$ cat config.mk
export PLATFORM = sky130hd
export DESIGN_NAME = score_keeper
export DESIGN_NICKNAME = d
export VERILOG_FILES = /design/src/rtl/score_keeper.sv
export SDC_FILE = /design/constraint.sdc
export NUM_CORES = 1
export LEC_CHECK = 0
export BUFFER_PORTS_ARGS = -buffer_cell sky130_fd_sc_hd__buf_2
export CORE_AREA = 5 5 87 89
export DETAILED_ROUTE_END_ITERATION = 10
export DIE_AREA = 0 0 92 94
export PLACE_DENSITY = 0.77
export SLEW_MARGIN = 20
export SYNTH_ARGS = -nofsm -noshare
export SYNTH_HDL_FRONTEND = slang
export SYNTH_SLANG_ARGS = --single-unit
$ cat constraint.sdc
create_clock -name clk -period 9.5 [get_ports clk]
set_input_delay 1.9 -clock clk [delete_from_list [all_inputs] [get_ports clk]]
set_output_delay 1.9 -clock clk [all_outputs]
set_load 0.01 [all_outputs]
$ cat src/rtl/score_keeper.sv
// rtl/score_keeper.sv - jump-game score keeper: BCD score, centre combo, play/game-over lights
module score_keeper #(
    parameter int BLINK_HALF = 25000000,
    parameter int COMBO_MAX  = 4
) (
    input  logic        clk,
    input  logic        clr,
    input  logic        start,
    input  logic        land_vld,
    input  logic        land_hit,
    input  logic        land_center,
    output logic [15:0] digits,
    output logic [2:0]  combo,
    output logic        light_on,
    output logic        light_blink
);

    localparam int          CW   = (BLINK_HALF > 1) ? $clog2(BLINK_HALF) : 1;
    localparam logic [2:0]  CMAX = 3'(COMBO_MAX);
    localparam logic [CW-1:0] BLINK_LAST = CW'(BLINK_HALF - 1);

    typedef enum logic [1:0] {IDLE, PLAY, OVER} state_t;

    state_t          state_q, state_d;
    logic [15:0]     digits_q, digits_d;
    logic [2:0]      combo_q, combo_d;
    logic [CW-1:0]   blink_cnt_q, blink_cnt_d;
    logic            blink_q, blink_d;

    logic            landing;
    logic [2:0]      combo_inc;
    logic [3:0]      points;
    logic [15:0]     digits_sum;
    logic            sum_ovf;

    // start always wins over a coincident landing
    assign landing   = (state_q == PLAY) && land_vld && !start;
    assign combo_inc = (combo_q >= CMAX) ? CMAX : combo_q + 3'd1;
    assign points    = land_center ? {combo_inc, 1'b0} : 4'd1;

    always_ff @(posedge clk or negedge clr) begin
        if (!clr) begin
            state_q     <= IDLE;
            digits_q    <= 16'h0000;
            combo_q     <= 3'd0;
            blink_cnt_q <= '0;
            blink_q     <= 1'b0;
        end else begin
            state_q     <= state_d;
            digits_q    <= digits_d;
            combo_q     <= combo_d;
            blink_cnt_q <= blink_cnt_d;
            blink_q     <= blink_d;
        end
    end

    always_comb begin
        state_d = state_q;
        case (state_q)
            IDLE:    if (start) state_d = PLAY;
            PLAY:    if (!start && land_vld && !land_hit) state_d = OVER;
            OVER:    if (start) state_d = PLAY;
            default: state_d = IDLE;
        endcase
    end

    // Decimal ripple add of a small point value; carry out of the top digit saturates.
    always_comb begin
        logic [4:0] acc;
        logic [1:0] carry;
        digits_sum = 16'h0000;
        carry      = 2'd0;
        acc        = 5'd0;
        for (int i = 0; i < 4; i++) begin
            if (i == 0) acc = {1'b0, digits_q[3:0]} + {1'b0, points};
            else        acc = {1'b0, digits_q[4*i +: 4]} + {3'b000, carry};
            if (acc >= 5'd20) begin
                acc   = acc - 5'd20;
                carry = 2'd2;
            end else if (acc >= 5'd10) begin
                acc   = acc - 5'd10;
                carry = 2'd1;
            end else begin
                carry = 2'd0;
            end
            digits_sum[4*i +: 4] = acc[3:0];
        end
        sum_ovf = (carry != 2'd0);
    end

    always_comb begin
        digits_d = digits_q;
        combo_d  = combo_q;
        if (start) begin
            digits_d = 16'h0000;
            combo_d  = 3'd0;
        end else if (landing) begin
            combo_d = 3'd0;
            if (land_hit) begin
                digits_d = sum_ovf ? 16'h9999 : digits_sum;
                if (land_center) combo_d = combo_inc;
            end
        end
    end

    always_comb begin
        blink_cnt_d = '0;
        blink_d     = 1'b0;
        if (state_q == OVER && state_d == OVER) begin
            if (blink_cnt_q == BLINK_LAST) begin
                blink_cnt_d = '0;
                blink_d     = ~blink_q;
            end else begin
                blink_cnt_d = blink_cnt_q + 1'b1;
                blink_d     = blink_q;
            end
        end
    end

    always_comb begin
        light_on    = (state_q == PLAY);
        light_blink = blink_q;
        digits      = digits_q;
        combo       = combo_q;
    end

endmodule

==> results.sh, run 1 <==
export IMPL_fin_area_sq_um=3981
export IMPL_maxSlewHeadroom_pct=58.31
export IMPL_syn_to_final_growth_pct=21.59
export IMPL_globalRouteOverflowTotal=0
export IMPL_tritoncts="built"
export IMPL_outcome="complete, no violations"
export IMPL_fin_worst_skew_ns=0.01008
export IMPL_clock_fmax_mhz=108.3
export IMPL_hold_viol_final=0
export IMPL_routedWlPerCell_um=14.98
export IMPL_grt_usage_pct=17.41
export IMPL_drtIter0Drc=187
export IMPL_cap_violations=0
export IMPL_finalWirelength_um=7507
export IMPL_worstHoldPathType="reg -> reg"
export IMPL_yosysWarnings=0
export IMPL_portBuffers=26
export IMPL_first_pass_iters=4
export IMPL_required_ns=9.69
export IMPL_seq_area_frac_synth_pct=35.92
export IMPL_dpl_cell_area_sq_um=3687
export IMPL_ant_nets=0
export IMPL_final_nets=444
export IMPL_start_kind="primary input"
export IMPL_antenna_found_initial=0
export IMPL_rrSetupSlack_ns=1.19
export IMPL_critPathSlowestCell="or4_1"
export IMPL_syn_area_sq_um=3274
export IMPL_die_h_um=94
export IMPL_final_util_pct=59.59
export IMPL_synthCells=371
export IMPL_avgSynthCellArea_sq_um=8.826
export IMPL_whs_ns=0.4833
export IMPL_post_route_period_util_pct=97.23
export IMPL_crit_arrival_ns=9.42
export IMPL_cts_sinks=47
export IMPL_p_leak_nw=1.740
export IMPL_cpLargestDelayFamily="compound AO/OA/AOI/OAI gates"
export IMPL_antenna_cells=0
export IMPL_n_fill_cell=582
export IMPL_peakVddDrop_mv=0.1101
export IMPL_synth_top_area_share_pct=35.92
export IMPL_synth_seq_cells=47
export IMPL_final_min_clock_period_ns=9.237
export IMPL_clockBufferDepth=2
export IMPL_io_pins=27
export IMPL_hp_start="blink_cnt_q[0]"
export IMPL_yosysUniqueCellTypes=68
export IMPL_cts_root_buffer="clkbuf_8"
export IMPL_drc=0
export IMPL_grt_max_degree=48
export IMPL_synth_top_area_cell="dfrtp_1"
export IMPL_tightestPinTransition_ns=0.6231
export IMPL_drv_slew=0
export IMPL_drive_gt1_share_pct=26.60
export IMPL_die_area_sq_um=8648
export IMPL_h_tree_depth=2
export IMPL_ys_async_sr_fraction_pct=100.0
export IMPL_yosys_most_used_dff="dfrtp_1"
export IMPL_synth_area_leaders="dfrtp_1 (36%), ha_1 (6.5%), nor2_1 (5.8%)"
export IMPL_p_per_area_nw_per_um2=98.02
export IMPL_initial_core_util_pct=49.01
export IMPL_worstSkewPairLatency_ns=0.29
export IMPL_cp_num_buf_inv=5
export IMPL_setup_violations=0
export IMPL_worst_slack_ns=0.2634
export IMPL_synth_edf_count=0
export IMPL_dp_hpwl_um=5348
export IMPL_power_mw=0.3902
export IMPL_cts_reportedPaths_clkPinSlew_ns=0.09
export IMPL_die_w_um=92
export IMPL_critPathCaptureType="flip-flop"
export IMPL_max_stage_delay_ns=0.43
export IMPL_via_count=2917
export IMPL_ctsHoldBuffers=0
export IMPL_cp_max_fo=15
export IMPL_place_gp_congestion=0.9046
export IMPL_post_place_ws_ns=-0.3628
export IMPL_grt_pass1_wl_um=12440
export IMPL_grt_pass1_vias=2714
export IMPL_rr_worst_depth=42
export IMPL_core_area_sq_um=6681
export IMPL_viasPerCell=5.822
export IMPL_numCtsBuffers=5
export IMPL_regToRegStartpoint="combo[0]"
export IMPL_whs_endpoint="blink_cnt_q[0]"
export IMPL_whs_path_depth=1
export IMPL_rr_endpoint="digits[13]"
export IMPL_crit_type="in -> reg"
export IMPL_rows=30
export IMPL_synth_nets=395
-- cell type report --
| type | instances | area, sq um | area share [%] |
|---|---|---|---|
| timing repair buffer | 55 | 362.8 | 9.114 |
| inverter | 19 | 71.32 | 1.791 |
| multi-input combinational | 292 | 2171 | 54.53 |
| tap | 80 | 100.1 | 2.514 |
| sequential | 47 | 1176 | 29.54 |
| clock buffer | 8 | 100.1 | 2.514 |
-- cell usage in the layout, fill, tap and decap left out, drive strengths merged, types with 2 or more instances in the layout --
cell | Yosys | layout
or3 | 5 | 5
clkbuf | 11 | 8
or4 | 4 | 4
a21o | 3 | 3
xor2 | 17 | 17
and3 | 13 | 13
a32o | 7 | 7
o2111a | 3 | 3
nand2b | 4 | 4
a21oi | 26 | 26
nand4 | 4 | 4
o31ai | 3 | 3
nand3b | 2 | 2
buf | 2 | 55
nand3 | 20 | 20
a31o | 2 | 2
o21ai | 18 | 18
nor2 | 51 | 51
a41o | 2 | 2
and2 | 6 | 6
nor3 | 6 | 6
a31oi | 9 | 9
nand2 | 25 | 25
ha | 17 | 17
a2111oi | 2 | 2
inv | 19 | 19
o21bai | 3 | 3
xnor2 | 14 | 14
nor4 | 2 | 2
dfrtp | 47 | 47
nor2b | 2 | 2
-- metal layers --
metal	track usage, %	vias to the layer above	part of all wire, %
li1	-	1431	-
met1	24.29	1397	47
met2	28.83	80	48
met3	2.244	9	4.3
met4	4.084	0	0.96
met5	0	-	0
-- kinds of logic (layout without fill, tap and decap cells) --
kind of cell,after synthesis,count (layout),share of synthesized area (%)
buffers and inverters,32,82,4.012
xor gates and xnor gates,31,31,8.521
DFF,47,47,35.92
AOI/OAI and AO/OA,92,92,21.13
adders and majority gates,19,19,7.413
and+or+nand+nor,150,150,23.00
-- cells in the mapped netlist, types with 2 or more instances --
| cell type | count |
|---|---|
| and2_1 | 4 |
| o31ai_1 | 3 |
| clkbuf_1 | 11 |
| and3_1 | 13 |
| or4_1 | 4 |
| a32o_1 | 6 |
| a31oi_1 | 7 |
| nor3_1 | 5 |
| ha_1 | 17 |
| o21bai_1 | 3 |
| nand3_1 | 20 |
| dfrtp_1 | 47 |
| nand2b_1 | 4 |
| a21oi_1 | 25 |
| nor2_1 | 51 |
| inv_1 | 19 |
| o2111a_1 | 2 |
| xor2_1 | 16 |
| nand4_1 | 4 |
| or3_1 | 4 |
| nor4_1 | 2 |
| a31oi_4 | 2 |
| nand2_1 | 25 |
| nor2b_1 | 2 |
| xnor2_1 | 14 |
| a21o_1 | 2 |
| nand3b_1 | 2 |
| o21ai_0 | 17 |
-- per-stage QoR --
| step | cells | TNS [ns] |
|---|---|---|
| floorplan | 371 | 0 |
| global placement | 477 | -0.8205 |
| detailed placement | 477 | -4.863 |
| CTS | 487 | 0 |
| global route | 501 | -0.1219 |
| finish | 501 | 0 |
-- worst register-to-register path, delay by kind of cell, from the launching register on --
family / cells / cell delay [ns]
XOR/XNOR: 2 / 0.29
AO/OA/AOI/OAI: 17 / 2.83
buffers and inverters: 4 / 0.45
AND/OR/NAND/NOR: 10 / 2.33
adder cells (fa/ha/maj): 9 / 1.84
flip-flops: 1 / 0.47
-- power breakdown --
part	internal [mW]	switching [mW]	leakage, nW
registers	0.203	0.00447	0.650
clock network	0.0665	0.0630	0.0515
logic	0.0214	0.0318	1.04
total	0.291	0.0993	1.74
-- sequential cells by signal, summed over array words and instances, names as in the netlist --
signal,count
blink_cnt_q,25
digits,16
combo,3
state_q,2
light_blink,1
-- repair_timing --
action | CTS | global route
endpoints found under the hold margin | 0 | 0
pin swaps | 2 | 9
resized for setup | 0 | 12
buffers inserted | 2 | 14
endpoints found under the setup margin | 10 | 15
-- how the worst max path moves through the flow --
stage,depth (start not counted),slack (ns),to,from
2_1_floorplan,43,0.03,digits[2],land_center
3_3_place_gp,42,-0.09,digits[13],land_center
3_5_place_dp,42,-0.36,digits[13],land_center
4_1_cts,43,0.009,digits[13],land_center
5_1_grt,43,-0.05,digits[13],land_center
6_report,42,0.26,digits[13],land_center
(Power assumes the default switching activity.)
==> inputs of run 2 (changes only) <==
- REMOVE_ABC_BUFFERS: default -> 1
==> run 2 against run 1 <==
  * Setup slack improved by 0.012 ns
  * Count of clock-buffer cells in the layout decreased by 3
  * Global-route usage grew 0.67 points
  * Combinational power is 3.8% higher
  * Via count is 1.1% higher
  * Clock power is 9% lower
  * Hold slack improved by 0.0095 ns
  * Register-to-register slack gained 0.09 ns
  * Critical path depth rose by 2
  * Largest power group unchanged
==> results.sh, run 2 (synthesis gave the netlist of run 1 again) <==
export IMPL_outcome="complete, no violations"
export IMPL_io_pins=27
export IMPL_rows=30
export IMPL_final_nets=467
export IMPL_die_w_um=92
export IMPL_ant_nets=0
export IMPL_regToRegStartpoint="combo[0]"
export IMPL_dpl_cell_count=511
export IMPL_max_stage_delay_ns=0.44
export IMPL_critPathSlowestCell="or4_4"
export IMPL_p_per_area_nw_per_um2=91.96
export IMPL_crit_arrival_ns=9.42
export IMPL_cp_max_fo=15
export IMPL_dp_hpwl_um=5585
export IMPL_die_h_um=94
export IMPL_antenna_found_initial=0
export IMPL_whs_endpoint="blink_cnt_q[0]"
export IMPL_numCtsBuffers=5
export IMPL_worstSkewPairLatency_ns=0.30
export IMPL_initial_core_util_pct=49.01
export IMPL_drc=0
export IMPL_n_fill_cell=556
export IMPL_h_tree_depth=2
export IMPL_cpMostUsedCell="ha_2"
export IMPL_grt_pass1_vias=2938
export IMPL_critPathCaptureType="flip-flop"
export IMPL_p_leak_nw=1.833
export IMPL_post_route_period_util_pct=97.10
export IMPL_cts_root_buffer="clkbuf_8"
export IMPL_rr_endpoint="digits[13]"
export IMPL_hp_start="blink_cnt_q[0]"
export IMPL_largest_reg_flops=25
export IMPL_rrSetupSlack_ns=1.28
export IMPL_ctsHoldBuffers=0
export IMPL_whs_path_depth=1
export IMPL_start_kind="primary input"
export IMPL_required_ns=9.70
export IMPL_layout_commonest_cell="buf_4"
export IMPL_clock_fmax_mhz=108.4
export IMPL_tritoncts="built"
export IMPL_worstHoldPathType="reg -> reg"
export IMPL_drive_gt1_share_pct=30.18
export IMPL_peakVddDrop_mv=0.09549
export IMPL_tightestPinTransition_ns=0.5773
export IMPL_fin_worst_skew_ns=0.005651
export IMPL_core_area_sq_um=6681
export IMPL_post_place_ws_ns=-0.4252
export IMPL_finalWirelength_um=7731
export IMPL_portBuffers=26
export IMPL_drtIter0Drc=205
export IMPL_fin_area_sq_um=4138
export IMPL_rr_worst_depth=44
export IMPL_cap_violations=0
export IMPL_viasPerCell=5.628
export IMPL_drv_slew=0
export IMPL_cts_reportedPaths_clkPinSlew_ns=0.09
export IMPL_layout_common_cells="buf_4 (51), nor2_1 (50), dfrtp_1 (47)"
export IMPL_first_pass_iters=4
export IMPL_routedWlPerCell_um=14.75
export IMPL_stdcell_count=524
export IMPL_globalRouteOverflowTotal=0
export IMPL_top_register="blink_cnt_q"
export IMPL_syn_to_final_growth_pct=26.37
export IMPL_maxSlewHeadroom_pct=61.51
export IMPL_crit_type="in -> reg"
export IMPL_place_gp_congestion=0.8969
export IMPL_final_min_clock_period_ns=9.225
export IMPL_cts_sinks=47
export IMPL_dpl_cell_area_sq_um=3810
export IMPL_worst_slack_ns=0.2752
export IMPL_whs_ns=0.4928
export IMPL_grt_pass1_wl_um=12970
export IMPL_via_count=2949
export IMPL_die_area_sq_um=8648
export IMPL_setup_violations=0
export IMPL_clockBufferDepth=2
export IMPL_grt_max_degree=48
export IMPL_hold_viol_final=0
export IMPL_antenna_cells=0
export IMPL_grt_usage_pct=18.08
==> run 2: worst max-delay path: cells and delay by family <==
kind / cells / cell delay [ns]
buffers and inverters: 7 / 0.76
XOR/XNOR: 5 / 0.71
AND/OR/NAND/NOR: 7 / 1.63
adder cells (fa/ha/maj): 11 / 2.31
AO/OA/AOI/OAI: 14 / 2.12
==> run 2: worst max-delay path by stage <==
stage                 from          to  slack, ns  cells after the start
3_5_place_dp   land_center  digits[13]      -0.43                     43
6_report       land_center  digits[13]       0.28                     44
5_1_grt        land_center  digits[13]      -0.12                     43
2_1_floorplan  land_center  digits[13]      -0.75                     41
4_1_cts        land_center  digits[13]       0.04                     43
3_3_place_gp   land_center  digits[13]      -0.07                     43
==> run 2: power by group <==
part	switching (mW)	total [mW]	leakage (nW)	internal (mW)
Combinational	0.0320	0.0552	1.14	0.0232
Sequential	0.00399	0.207	0.650	0.203
Clock	0.0670	0.118	0.0402	0.0512
==> run 2: what timing repair did <==
| item | 4_1_cts | 5_1_grt |
|---|---|---|
| gates resized for setup | 6 | 37 |
| pin swaps | 0 | 17 |
| gates cloned | 0 | 0 |
| buffers inserted | 0 | 5 |
| setup endpoints to repair | 10 | 16 |
==> run 2: per-layer routing <==
| layer | share of wire, % | global-route usage, % |
|---|---|---|
| met5 | 0 | 0 |
| met4 | 1.3 | 5.074 |
| met3 | 2.6 | 2.724 |
| met2 | 51 | 32.12 |
| met1 | 45 | 22.84 |
==> run 2: layout make-up <==
| cell class | instances | area (sq um) | area share (%) |
|---|---|---|---|
| repair buffers | 78 | 539.3 | 13.03 |
| well taps | 80 | 100.1 | 2.419 |
| inverters | 19 | 71.32 | 1.724 |
| clock inverters | 3 | 20.02 | 0.4838 |
| multi-input cells | 292 | 2162 | 52.25 |
| flip-flops and latches | 47 | 1176 | 28.42 |
| clock buffers | 5 | 68.82 | 1.663 |
==> run 2: per-stage QoR <==
stage               util, %  TNS, ns  total power, mW
floorplan                 -   -9.909           0.2366
global placement      57.02  -0.2841           0.2601
detailed placement    57.02   -4.837           0.2613
CTS                   58.76        0           0.3813
global route          61.93  -0.6959           0.4015
finish                61.93        0           0.3805
==> inputs of run 3 (changes only) <==
- RECOVER_POWER: default -> 25
==> run 3 against run 2 <==
  * The flow now finishes with violations (max-capacitance violations, max-slew violations)
  * Die area did not move
  * Combinational power barely moved
  * Global-route usage is the same
  * Clock skew hardly changed
  * Final cell count unchanged
  * Non-clock buffer count did not move
  * Count of clock-buffer cells in the layout did not move
  * Total power barely moved
  * Critical path depth unchanged
  * Sequential share of layout area barely moved
  * Critical endpoint unchanged
==> results.sh, run 3 (synthesis gave the netlist of run 1 again) <==
export IMPL_outcome="complete, but fails checks"
export IMPL_violations="max-capacitance violations, max-slew violations"
export IMPL_antenna_cells=0
export IMPL_via_count=2952
export IMPL_whs_ns=0.4928
export IMPL_drv_slew=48
export IMPL_ant_nets=0
export IMPL_maxSlewHeadroom_pct=-60.74
export IMPL_cts_reportedPaths_clkPinSlew_ns=0.09
export IMPL_numCtsBuffers=5
export IMPL_p_comb_share_pct=14.5
export IMPL_top_register="blink_cnt_q"
export IMPL_intPower_mw=0.2774
export IMPL_drtIter0Drc=210
export IMPL_max_stage_delay_ns=0.44
export IMPL_die_area_sq_um=8648
export IMPL_die_w_um=92
export IMPL_grt_usage_pct=18.08
export IMPL_rows=30
export IMPL_tritoncts="built"
export IMPL_crit_type="in -> reg"
export IMPL_routedWlPerCell_um=14.73
export IMPL_final_min_clock_period_ns=9.232
export IMPL_layout_common_cells="nor2_1 (50), buf_4 (50), dfrtp_1 (47)"
export IMPL_start_kind="primary input"
export IMPL_p_sw_mw=0.1028
export IMPL_clock_fmax_mhz=108.3
export IMPL_setup_violations=0
export IMPL_post_place_ws_ns=-0.4252
export IMPL_drc=0
export IMPL_largest_reg_flops=25
export IMPL_p_clk_share_pct=31.1
export IMPL_crit_arrival_ns=9.43
export IMPL_swShare_pct=27.05
export IMPL_io_pins=27
export IMPL_grt_max_degree=48
export IMPL_worstSkewPairLatency_ns=0.30
export IMPL_final_nets=467
export IMPL_clockBufferDepth=2
export IMPL_dp_hpwl_um=5585
export IMPL_place_gp_congestion=0.8969
export IMPL_required_ns=9.70
export IMPL_h_tree_depth=2
export IMPL_viasPerCell=5.634
export IMPL_fin_worst_skew_ns=0.005693
export IMPL_critPathSlowestCell="or4_4"
export IMPL_ctsHoldBuffers=0
export IMPL_hold_viol_final=0
export IMPL_worstHoldPathType="reg -> reg"
export IMPL_finalWirelength_um=7721
export IMPL_core_area_sq_um=6681
export IMPL_antenna_found_initial=0
export IMPL_cts_sinks=47
export IMPL_portBuffers=26
export IMPL_cpMostUsedCell="ha_2"
export IMPL_peakVddDrop_mv=0.09541
export IMPL_tightestPinTransition_ns=2.411
export IMPL_p_per_area_nw_per_um2=91.97
export IMPL_cap_violations=1
export IMPL_worst_slack_ns=0.2677
export IMPL_grt_pass1_vias=2938
export IMPL_globalRouteOverflowTotal=0
export IMPL_grt_pass1_wl_um=12970
export IMPL_pwr_share_seq_pct=54.5
export IMPL_initial_core_util_pct=49.01
export IMPL_die_h_um=94
export IMPL_post_route_period_util_pct=97.18
export IMPL_cts_root_buffer="clkbuf_8"
export IMPL_critPathCaptureType="flip-flop"
export IMPL_cp_max_fo=15
export IMPL_drive_gt1_share_pct=29.95
export IMPL_first_pass_iters=4
export IMPL_syn_to_final_growth_pct=26.25
export IMPL_p_leak_nw=1.829
==> run 3: cell types whose count changed in the layout (fill, tap and decap cells not counted), sizes merged <==
cell / previous run / this run
clkbuf: 5 / 6
buf: 78 / 77
==> run 3: per-layer routing <==
metal | GRT usage [%] | part of all wire (%) | up-vias
met5 | 0 | 0 | -
met4 | 5.074 | 1.3 | 0
met3 | 2.724 | 2.8 | 8
met2 | 32.12 | 51 | 41
met1 | 22.84 | 45 | 1431
li1 | - | - | 1472
==> run 3: critical path, delay by kind of cell <==
kind / cells / cell delay (ns)
buf+inv: 7 / 0.76
simple gates: 7 / 1.63
fa+ha+maj: 11 / 2.32
xor+xnor: 5 / 0.71
compound gates: 14 / 2.12
==> run 3: stage by stage <==
step | setup TNS (ns) | util [%] | total power [mW] | area, sq um | cells
after global placement | -0.2841 | 57.02 | 0.2601 | 3810 | 511
after global routing | -0.6959 | 61.87 | 0.4014 | 4134 | 524
final | 0 | 61.87 | 0.3802 | 4134 | 524
after CTS | 0 | 58.76 | 0.3813 | 3926 | 519
after floorplan | -9.909 | - | 0.2366 | 3214 | 358
after detailed placement | -4.837 | 57.02 | 0.2613 | 3810 | 511
==> run 3: cell type report <==
type,count,area (sq um)
Fill cell,558,2547
Multi-Input combinational cell,292,2162
Sequential cell,47,1176
Timing Repair Buffer,78,535.5
Tap cell,80,100.1
Inverter,19,71.32
Clock buffer,5,68.82
Clock inverter,3,20.02
==> run 3: what timing repair did <==
action	in CTS	in global routing
pin swaps	0	17
hold endpoints to repair	0	0
endpoints found under the setup margin	10	16
setup buffers	0	5
resized for setup	6	37
==> run 3: power by group through the flow <==
stage / Combinational, mW / Sequential [mW] / Clock, mW
2_1_floorplan: 0.0254 / 0.211 / 0
3_3_place_gp: 0.0494 / 0.211 / 0
3_5_place_dp: 0.0503 / 0.211 / 0
4_1_cts: 0.0512 / 0.207 / 0.123
5_1_grt: 0.0618 / 0.208 / 0.132
6_report: 0.0550 / 0.207 / 0.118
==> run 3: path summary, 6_finish.rpt <==
kind | start | to | slack, ns | cells past startpoint
min in group asynchronous | clr | blink_cnt_q[23] | 2.33 | 1
setup reg to reg | combo[0] | digits[13] | 1.28 | 44
setup / recovery | land_center | digits[13] | 0.27 | 44
hold reg to reg | blink_cnt_q[0] | blink_cnt_q[0] | 0.49 | 1
hold / removal | blink_cnt_q[0] | blink_cnt_q[0] | 0.49 | 1
max in group asynchronous | clr | combo[0] | 5.81 | 1
